`src/rtl/riscv_pipe_pkg.sv`:
```
// riscv_pipe_pkg: shared forwarding-select encodings and hazard FSM state type
package riscv_pipe_pkg;
    localparam logic [1:0] FWD_NONE = 2'b00;
    localparam logic [1:0] FWD_W    = 2'b01;
    localparam logic [1:0] FWD_M    = 2'b10;
    typedef enum logic [1:0] {ST_RUN, ST_MEM_WAIT, ST_MEM_ERR} state_t;
endpackage

```
`src/rtl/hazard_controller_if.sv`:
```
// hazard_controller_if: pipeline tags/decode fields in, stall/flush/forward controls out
//  master: datapath side (drives decode fields, tags, memory handshake)
//  slave:  hazard controller side (drives stalls, flushes, forwards, MemErr, StallCount)
interface hazard_controller_if #(parameter int CNT_W = 16);
    logic [4:0]       Rs1_D, Rs2_D, Rs1_E, Rs2_E, Rd_E, Rd_M, Rd_W;
    logic             ResultSrc_E0, PCSrc_E, RegWrite_M, MemReq_M, MemReady_M, RegWrite_W;
    logic             Stall_F, Stall_D, Stall_E, Stall_M, Flush_D, Flush_E, Bubble_W, MemErr;
    logic [1:0]       ForwardA_E, ForwardB_E;
    logic [CNT_W-1:0] StallCount;
    modport master (
        output Rs1_D, Rs2_D, Rs1_E, Rs2_E, Rd_E, Rd_M, Rd_W,
        output ResultSrc_E0, PCSrc_E, RegWrite_M, MemReq_M, MemReady_M, RegWrite_W,
        input  Stall_F, Stall_D, Stall_E, Stall_M, Flush_D, Flush_E, Bubble_W, MemErr,
        input  ForwardA_E, ForwardB_E, StallCount
    );
    modport slave (
        input  Rs1_D, Rs2_D, Rs1_E, Rs2_E, Rd_E, Rd_M, Rd_W,
        input  ResultSrc_E0, PCSrc_E, RegWrite_M, MemReq_M, MemReady_M, RegWrite_W,
        output Stall_F, Stall_D, Stall_E, Stall_M, Flush_D, Flush_E, Bubble_W, MemErr,
        output ForwardA_E, ForwardB_E, StallCount
    );
endinterface

```
`src/rtl/forward_unit.sv`:
```
// forward_unit: E-stage operand bypass select for one source register
//  rs: E-stage source; rd_m/reg_write_m, rd_w/reg_write_w: producer tags; fwd: select
module forward_unit
    import riscv_pipe_pkg::*;
(
    input  logic [4:0] rs,
    input  logic [4:0] rd_m,
    input  logic       reg_write_m,
    input  logic [4:0] rd_w,
    input  logic       reg_write_w,
    output logic [1:0] fwd
);
    // M is the younger producer so it wins; x0 is hardwired zero and never bypassed
    always_comb
        fwd = (reg_write_m && rd_m != 5'd0 && rd_m == rs) ? FWD_M :
              (reg_write_w && rd_w != 5'd0 && rd_w == rs) ? FWD_W : FWD_NONE;
endmodule

```
`src/rtl/hazard_controller.sv`:
```
// hazard_controller: pipeline stall/flush sequencer, operand forwarding and memory watchdog
//  clk, rst: clock and synchronous active-high reset
//  hz:       slave side of hazard_controller_if (tags in, controls/MemErr/StallCount out)
module hazard_controller
    import riscv_pipe_pkg::*;
#(
    parameter int MEM_TIMEOUT = 16,
    parameter int CNT_W       = 16
) (
    input logic              clk,
    input logic              rst,
    hazard_controller_if.slave hz
);
    localparam int WW = $clog2(MEM_TIMEOUT + 1);
    state_t           state;
    logic [WW-1:0]    wait_cnt;
    logic [CNT_W-1:0] stall_cnt;
    logic             mem_err, mem_wait, lw_stall, frozen, stall_f;
    logic [1:0]       fwd_a, fwd_b;
    forward_unit fu_a (.rs(hz.Rs1_E), .rd_m(hz.Rd_M), .reg_write_m(hz.RegWrite_M),
                       .rd_w(hz.Rd_W), .reg_write_w(hz.RegWrite_W), .fwd(fwd_a));
    forward_unit fu_b (.rs(hz.Rs2_E), .rd_m(hz.Rd_M), .reg_write_m(hz.RegWrite_M),
                       .rd_w(hz.Rd_W), .reg_write_w(hz.RegWrite_W), .fwd(fwd_b));
    // frozen: whole pipe held; a pending branch stays in the held E stage until release
    always_comb begin
        mem_wait      = hz.MemReq_M & ~hz.MemReady_M;
        lw_stall      = hz.ResultSrc_E0 & (hz.Rd_E != 5'd0) & (hz.Rd_E == hz.Rs1_D | hz.Rd_E == hz.Rs2_D);
        frozen        = (state == ST_MEM_ERR) | mem_wait;
        stall_f       = ~rst & (frozen | (~hz.PCSrc_E & lw_stall));
        hz.Stall_F    = stall_f;
        hz.Stall_D    = stall_f;
        hz.Stall_E    = ~rst & frozen;
        hz.Stall_M    = ~rst & frozen;
        hz.Bubble_W   = rst | frozen;
        hz.Flush_D    = rst | (~frozen & hz.PCSrc_E);
        hz.Flush_E    = rst | (~frozen & (hz.PCSrc_E | lw_stall));
        hz.ForwardA_E = rst ? FWD_NONE : fwd_a;
        hz.ForwardB_E = rst ? FWD_NONE : fwd_b;
        hz.MemErr     = mem_err;
        hz.StallCount = stall_cnt;
    end
    always_ff @(posedge clk) begin
        if (rst) begin
            state     <= ST_RUN;
            wait_cnt  <= '0;
            stall_cnt <= '0;
            mem_err   <= 1'b0;
        end else begin
            if (stall_f && ~&stall_cnt) stall_cnt <= stall_cnt + 1'b1;
            case (state)
                ST_RUN: if (mem_wait) begin
                    state    <= ST_MEM_WAIT;
                    wait_cnt <= WW'(1);
                end
                ST_MEM_WAIT: if (hz.MemReady_M) begin
                    state    <= ST_RUN;
                    wait_cnt <= '0;
                end else begin
                    wait_cnt <= wait_cnt + 1'b1;
                    if (wait_cnt == WW'(MEM_TIMEOUT - 1)) begin
                        state   <= ST_MEM_ERR;
                        mem_err <= 1'b1;
                    end
                end
                default: ;
            endcase
        end
    end
endmodule

```
`src/flat_wrapper.sv`:
```
// flat-port wrapper written by rule: the top's interface ports become plain ports
module hazard_controller_flat import riscv_pipe_pkg::*;
#(
    parameter int MEM_TIMEOUT = 16,
    parameter int CNT_W       = 16
)
  (clk, rst, hz_Rs1_D, hz_Rs2_D, hz_Rs1_E, hz_Rs2_E, hz_Rd_E, hz_Rd_M, hz_Rd_W, hz_ResultSrc_E0, hz_PCSrc_E, hz_RegWrite_M, hz_MemReq_M, hz_MemReady_M, hz_RegWrite_W, hz_Stall_F, hz_Stall_D, hz_Stall_E, hz_Stall_M, hz_Flush_D, hz_Flush_E, hz_Bubble_W, hz_MemErr, hz_ForwardA_E, hz_ForwardB_E, hz_StallCount);
  hazard_controller_if #(.CNT_W(CNT_W)) hz_i ();
  input logic clk;
  input logic rst;
  input wire logic [$bits(hz_i.Rs1_D)-1:0] hz_Rs1_D;
  input wire logic [$bits(hz_i.Rs2_D)-1:0] hz_Rs2_D;
  input wire logic [$bits(hz_i.Rs1_E)-1:0] hz_Rs1_E;
  input wire logic [$bits(hz_i.Rs2_E)-1:0] hz_Rs2_E;
  input wire logic [$bits(hz_i.Rd_E)-1:0] hz_Rd_E;
  input wire logic [$bits(hz_i.Rd_M)-1:0] hz_Rd_M;
  input wire logic [$bits(hz_i.Rd_W)-1:0] hz_Rd_W;
  input wire logic [$bits(hz_i.ResultSrc_E0)-1:0] hz_ResultSrc_E0;
  input wire logic [$bits(hz_i.PCSrc_E)-1:0] hz_PCSrc_E;
  input wire logic [$bits(hz_i.RegWrite_M)-1:0] hz_RegWrite_M;
  input wire logic [$bits(hz_i.MemReq_M)-1:0] hz_MemReq_M;
  input wire logic [$bits(hz_i.MemReady_M)-1:0] hz_MemReady_M;
  input wire logic [$bits(hz_i.RegWrite_W)-1:0] hz_RegWrite_W;
  output wire logic [$bits(hz_i.Stall_F)-1:0] hz_Stall_F;
  output wire logic [$bits(hz_i.Stall_D)-1:0] hz_Stall_D;
  output wire logic [$bits(hz_i.Stall_E)-1:0] hz_Stall_E;
  output wire logic [$bits(hz_i.Stall_M)-1:0] hz_Stall_M;
  output wire logic [$bits(hz_i.Flush_D)-1:0] hz_Flush_D;
  output wire logic [$bits(hz_i.Flush_E)-1:0] hz_Flush_E;
  output wire logic [$bits(hz_i.Bubble_W)-1:0] hz_Bubble_W;
  output wire logic [$bits(hz_i.MemErr)-1:0] hz_MemErr;
  output wire logic [$bits(hz_i.ForwardA_E)-1:0] hz_ForwardA_E;
  output wire logic [$bits(hz_i.ForwardB_E)-1:0] hz_ForwardB_E;
  output wire logic [$bits(hz_i.StallCount)-1:0] hz_StallCount;
  assign hz_i.Rs1_D = hz_Rs1_D;
  assign hz_i.Rs2_D = hz_Rs2_D;
  assign hz_i.Rs1_E = hz_Rs1_E;
  assign hz_i.Rs2_E = hz_Rs2_E;
  assign hz_i.Rd_E = hz_Rd_E;
  assign hz_i.Rd_M = hz_Rd_M;
  assign hz_i.Rd_W = hz_Rd_W;
  assign hz_i.ResultSrc_E0 = hz_ResultSrc_E0;
  assign hz_i.PCSrc_E = hz_PCSrc_E;
  assign hz_i.RegWrite_M = hz_RegWrite_M;
  assign hz_i.MemReq_M = hz_MemReq_M;
  assign hz_i.MemReady_M = hz_MemReady_M;
  assign hz_i.RegWrite_W = hz_RegWrite_W;
  assign hz_Stall_F = hz_i.Stall_F;
  assign hz_Stall_D = hz_i.Stall_D;
  assign hz_Stall_E = hz_i.Stall_E;
  assign hz_Stall_M = hz_i.Stall_M;
  assign hz_Flush_D = hz_i.Flush_D;
  assign hz_Flush_E = hz_i.Flush_E;
  assign hz_Bubble_W = hz_i.Bubble_W;
  assign hz_MemErr = hz_i.MemErr;
  assign hz_ForwardA_E = hz_i.ForwardA_E;
  assign hz_ForwardB_E = hz_i.ForwardB_E;
  assign hz_StallCount = hz_i.StallCount;
  hazard_controller #(.MEM_TIMEOUT(MEM_TIMEOUT), .CNT_W(CNT_W)) u_core (.clk(clk), .rst(rst), .hz(hz_i));
endmodule
```
`config.mk`:
```
export PLATFORM = sky130hd
export DESIGN_NAME = hazard_controller_flat
export DESIGN_NICKNAME = d
export VERILOG_FILES = /design/src/rtl/riscv_pipe_pkg.sv /design/src/rtl/hazard_controller_if.sv /design/src/rtl/forward_unit.sv /design/src/rtl/hazard_controller.sv /design/src/flat_wrapper.sv
export SDC_FILE = /design/constraint.sdc
export NUM_CORES = 1
export LEC_CHECK = 0
export CORE_MARGIN = 2
export CORE_UTILIZATION = 43
export DETAILED_ROUTE_END_ITERATION = 6
export GPL_ROUTABILITY_DRIVEN = 0
export PLACE_DENSITY_LB_ADDON = 0.1
export SLEW_MARGIN = 20
export SYNTH_ARGS = -nofsm -noshare
export SYNTH_HDL_FRONTEND = slang
export SYNTH_HIERARCHICAL = 1
export SYNTH_SLANG_ARGS = --single-unit
```
`constraint.sdc`:
```
create_clock -name clk -period 2.5 [get_ports clk]
set_input_delay 0.5 -clock clk [delete_from_list [all_inputs] [get_ports clk]]
set_output_delay 0.5 -clock clk [all_outputs]
set_load 0.05 [all_outputs]
```
## Word-level counts from Yosys, hierarchy flattened

Index checks and enable logic that the tools add are counted.

| word-level totals | value |
|---|---|
| logic and storage cells | 66 |
| bits of input ports | 43 |
| output and inout port bits | 28 |
| bits in registers | 24 |

| cells by class | value |
|---|---|
| add/subtract/negate cells | 2 |
| equality and inequality tests | 11 |
| mux-type cells | 13 |
| bitwise gates (word level) | 19 |
| reduce and logical (&&, ||, !) cells | 17 |

Operator list:

| kind | number |
|---|---|
| $eq 5x5->1 | 6 |
| $add 16x1->16 const B | 1 |
| $reduce_and 16->1 | 1 |
| $reduce_bool 5->1 | 3 |
| $mux 2 | 7 |
| $mux 5 | 2 |
| $pmux 5 s2 | 1 |
| $and 1x1->1 | 8 |
| $logic_and 1x1->1 | 7 |
| $or 1x1->1 | 7 |
| $reduce_and 3->1 | 2 |
| $add 5x1->5 const B | 1 |
| $eq 5x4->1 const B | 1 |
| $not 1->1 | 4 |
| $pmux 2 s2 | 1 |
| $ne 3x2->1 const B | 1 |
| $eq 2x1->1 const B | 1 |
| $eq 2x2->1 const B | 1 |
| $logic_not 2->1 | 1 |
| $mux 1 | 2 |
| $ne 2x1->1 const B | 1 |
| $reduce_and 2->1 | 1 |
| $reduce_bool 2->1 | 1 |
| $logic_not 1->1 | 1 |

## Logic depth before layout (Yosys ltp)

| logic depth | value |
|---|---|
| depth after elaboration | 7 |
| depth in mapped cells | 7 |
| gate-level depth less buffers | 6 |

## Modules after synthesis

Netlist, hierarchy kept.

Modules (own cells, without submodules):

| module | times used | seq. area each (µm²) | area an instance (µm²) | cells an instance |
|---|---|---|---|---|
| hazard_controller | 1 | 480.5 | 1456.4 | 178 |
| forward_unit | 2 | 0.0 | 151.4 | 20 |

## Worst setup path before layout

OpenSTA, ideal clock, no wires.

| timing path | value |
|---|---|
| path type | input -> output |
| start point | in hz_Rd_E[4] |
| end point | out hz_Stall_F |
| stages | 5 |
| required time | 2.000 ns |
| path buffers | 1 |
| data arrival time | 2.093 ns |
| slack | -0.093 ns |
| path through | xnor2_1 > nand3_1 > o221a_1 > nor2_1 > buf_4 |

| between the ends | value |
|---|---|
| longest elaborated chain between the ends | 6 |
| elaborated cells on any way between the ends | 9 |
| classes of those cells | 2 x eq/ne; 6 x bitwise; 1 x reduce/logical |

RTL lines:

| item | RTL line | source |
|---|---|---|
| start: declaration | flat_wrapper.sv:15 | `input wire logic [$bits(hz_i.Rd_E)-1:0] hz_Rd_E;` |
| $eq 5x5->1 / $reduce_bool 5->1 (equally long branches) | hazard_controller.sv:27 | `lw_stall = hz.ResultSrc_E0 & (hz.Rd_E != 5'd0) & (hz.Rd_E == hz.Rs1_D \| hz.Rd_E == hz.Rs2_D);` |
| $or 1x1->1 / $and 1x1->1 (equally long branches) | hazard_controller.sv:27 |  |
| $and 1x1->1 * | hazard_controller.sv:27 |  |
| $and 1x1->1 * | hazard_controller.sv:29 | `stall_f = ~rst & (frozen \| (~hz.PCSrc_E & lw_stall));` |
| $or 1x1->1 * | hazard_controller.sv:29 |  |
| $and 1x1->1 * | hazard_controller.sv:29 |  |
| end: declaration | flat_wrapper.sv:24 | `output wire logic [$bits(hz_i.Stall_F)-1:0] hz_Stall_F;` |

Every way passes the cells marked *; elsewhere a longest branch is shown, timed or not.

## Worst setup path after layout

| timing path | value |
|---|---|
| start point | in hz_Rd_E[3] |
| end point | out hz_Stall_F |

Same word-level chain as after synthesis.

==> results.txt <==
* Final-report max-slew violation count: 0
- Clock tree synthesis inserted a total of 3 buffers.
- Worst Hold Class: flip-flop to flip-flop
* Total of flip-flops plus latches after synthesis: 24
- Antenna Diode Count: 0
* Number of remaining DRC errors: 0
- PwrDens: ~310 mW/mm^2
- Excluding fillers, the count of instances in the completed layout stands at 354.
* Required arrival time at the worst endpoint: 2.00 ns
* Worst vdd rail ir drop: 0.243 mV
- The critical path goes through clkdlybuf4s50_1 > xnor2_1 > nand3_2 > o221a_4 > nor2_4 > buf_12.
- Total wire length after detailed routing: around 4800 microns
- Global Route met2 Usage: between 30% and 40%
* Top Family by Delay on Critical Path: buffers and inverters
- Worst slew margin: 65.0%
* Hold Violations, Final: 0
- For this run, the top clock speed supported by timing is 410 MHz.
* # Post-CTS Setup Buffers: 0
- Final worst path period need: 2.44 ns
- Cells after Synth: between 200 and 250
* Number of buffers and inverters on the critical path: 2
- Number of different library cells in the post-synthesis netlist: 47
- Worst path slowest cell: clkdlybuf4s50_1
* Cell chosen for the clock root: clkbuf_8
- After synthesis, flip-flops and latches occupy 27.3% of the total area.
- The first global-routing pass estimated 7510 microns of wire.
- Pin placement for this block handled 71 I/O pins.
- Relative to the synthesized area, the layout overhead comes to 65.9%.
- Summed over all cells, the static leakage comes to 0.00123 uW.
* Cts hold-fix bufs: 0
* Worst Tran Pin Value: 0.524 ns
- Fraction of the core area covered by cells at the end of the flow: 73.5%
* Number of enable flip-flop cells after synthesis: 0
- At the worst endpoint, the arrival time is 1.94 ns.
- Final HPWL DP: 3650 microns
- Post-route fraction of the period consumed by the critical path: 97.5%
* Full die area: 0.00462 sq mm
- Clock insertion delay at the later pin of the skew report: between 0.2 and 0.3 ns
- Among all flip-flop cells after synthesis, the most frequent one is dfxtp_1.
- Number of input and output port buffers inserted: 70
- In this design, the stage delay of the slowest critical-path cell is about 0.54 ns.
- During synthesis, Yosys emitted a total of 6 warnings.
- Final total negative setup slack: 0 ns
- Worst Setup Slack post-DPL: -0.133 ns
- Maximum count of clock buffers along a single path: 2
- Syn Nets: 264
- Global routing used between 4 and 5% of the available met3 tracks.
* Htree depth: 1
- Starting DRT DRC Count: 94
* Horizontal extent of the die: 68.0 microns
- After detailed routing, the average wire length per cell comes to between 10 and 15 microns.
- The critical path in this run is classified as input port to primary output.
* CP Launch Type: input port
- The tool flagged a number of max-cap violations equal to 0.
- The routed layout has 1885 vias.
- In this run, placement finished with an instance count of between 300 and 400.
- Share of post-route cells with drive strength above 1: about a fifth
- The worst setup path is captured at a primary output.
* Fill cell count: 305
- Largest net degree at the start of global routing: 25
* Most common cell after layout, fill and taps aside: clkdlybuf4s50_1
* Overflow after GRT: 0
- Overall die height: 68.0 microns
- After clock tree synthesis, the clock-pin slew on the worst setup and hold paths is 0.08 ns.
* Nets: between 300 and 400
- Remaining number of nets flagged by the antenna check after routing: 0
* Clock tree from TritonCTS: yes
- Overall global routing resource usage: a little over a fifth
- The core region is 0.00397 sq mm.
- The number of antenna violations at the first check in global routing is 0.
- Row cnt: 23
- For this configuration, the core starts out at a cell density of 44.3%.
- After global routing, the most crowded layer is met2.
* Most frequent cells in the layout: clkdlybuf4s50_1, dfxtp_1, nand2_1
- Fraction of synthesis flops using an asynchronous set or reset pin: 0%
- Summing all multi-input logic gate instances after layout gives approximately 0.0013 sq mm.
- Worst path setup slack after routing: approximately 0.062 ns
* Reg-to-reg setup timing slack: 0.56 ns
- Final setup vio count: 0
* Critical-path maximum fanout: 4
* Detailed-router iteration count before antenna repair: 4
- Outcome: finished, final reports clean
- Via count of the first global-routing pass: 1703
- After detailed routing, the number of vias per cell comes to 5.32.
- Fin Clk Skew: 0.00607 ns
- Counting every sink on the clock net gives 24.
- M1 GR Usage: 25.6%
* Post-Synthesis Mean Instance Area: 8.07 sq um
- Netlist Area Pre-Place: approximately 0.0018 sq mm
- Across the whole layout, storage elements account for 480 sq um.
stage by stage:
stage | instance area, sq um | power [uW] | hold slack, ns
floorplan | 1760 | 522 | 0.431
CTS | 2820 | 910 | 0.463
detailed placement | 2750 | 681 | 0.451
finish | 2920 | 912 | 0.462
global placement | 2750 | 677 | 0.447
global route | 2920 | 958 | 0.477
power breakdown:
| group | switching [uW] | leakage [uW] | internal, uW | total [uW] |
|---|---|---|---|---|
| Clock | 119 | 0.0000216 | 108 | 227 |
| Sequential | 4.86 | 0.000194 | 386 | 390 |
| Combinational | 140 | 0.00102 | 154 | 295 |
| Total | 264 | 0.00123 | 648 | 912 |
kinds of logic after synthesis:
group / count (synthesis) / synth area share [%]
multiplexers: 14 / 8.39
buffers and inverters: 13 / 3.27
AND/OR/NAND/NOR: 105 / 31.9
flip-flops: 24 / 27.3
AO/OA/AOI/OAI: 33 / 14.0
XOR/XNOR: 26 / 12.9
adder cells (fa/ha/maj): 3 / 2.13
cells in the mapped netlist, types with 2 or more instances:
cell	n	area share, %
dfxtp_1	24	27
nand2_1	23	4.9
xnor2_1	20	10
nand3_1	16	4.6
nor2_1	16	3.4
nor2b_1	11	3.9
a21oi_1	10	2.8
mux2i_1	8	4.6
o21ai_0	7	2.0
inv_1	6	1.3
nand4_1	6	2.1
nor3_1	6	1.7
xor2_1	6	3.0
and3_1	5	1.8
mux2_2	5	3.2
nor4_1	4	1.4
clkbuf_1	3	0.64
ha_1	3	2.1
or4_1	3	1.3
a211oi_2	2	1.4
and4_1	2	1.0
buf_4	2	0.85
nand2b_1	2	0.71
nand4b_1	2	1.0
nor3_2	2	1.1
o41ai_2	2	1.8
or3_2	2	0.85
sequential cells by signal (all words and copies together) (netlist names):
name,count
u_core/wait_cnt,5
u_core/hz.StallCount,16
u_core/hz.MemErr,1
u_core/state,2
final timing paths:
kind | startpoint | end | depth (start not counted)
hold reg to reg | u_core/wait_cnt[4]$_SDFFE_PP0P_ | u_core/wait_cnt[4]$_SDFFE_PP0P_ | 2
setup / recovery | hz_Rd_E[3] | hz_Stall_F | 6
hold / removal | u_core/wait_cnt[4]$_SDFFE_PP0P_ | u_core/wait_cnt[4]$_SDFFE_PP0P_ | 2
setup reg to reg | u_core/hz.StallCount[0]$_SDFFE_PP0P_ | u_core/hz.StallCount[10]$_SDFFE_PP0P_ | 6
cell type report:
| cell class | count | area share (%) |
|---|---|---|
| multi-input cells | 181 | 45.1 |
| clock buffers | 3 | 1.42 |
| repair buffers | 90 | 34.1 |
| well taps | 50 | 2.14 |
| flip-flops and latches | 24 | 16.5 |
| inverters | 6 | 0.772 |
layer usage:
layer | up-vias | part of all wire (%)
met5 | - | 0
met4 | 0 | 0.88
met3 | 8 | 5.6
met2 | 61 | 51
met1 | 850 | 42
li1 | 966 | -
timing repair:
action	4_1_cts	5_1_grt
setup endpoints to repair	6	7
pin swaps	5	11
gates resized for setup	13	25
worst register-to-register path, cell delays in order, from the launching register on:
cell and delay, ns:
dfxtp_1 0.36, ha_1 0.24, nand3_1 0.10, o41a_1 0.15
o21ai_0 0.15, or4_1 0.51, mux2_1 0.33
No activity file was read; power rests on OpenSTA's default activity.
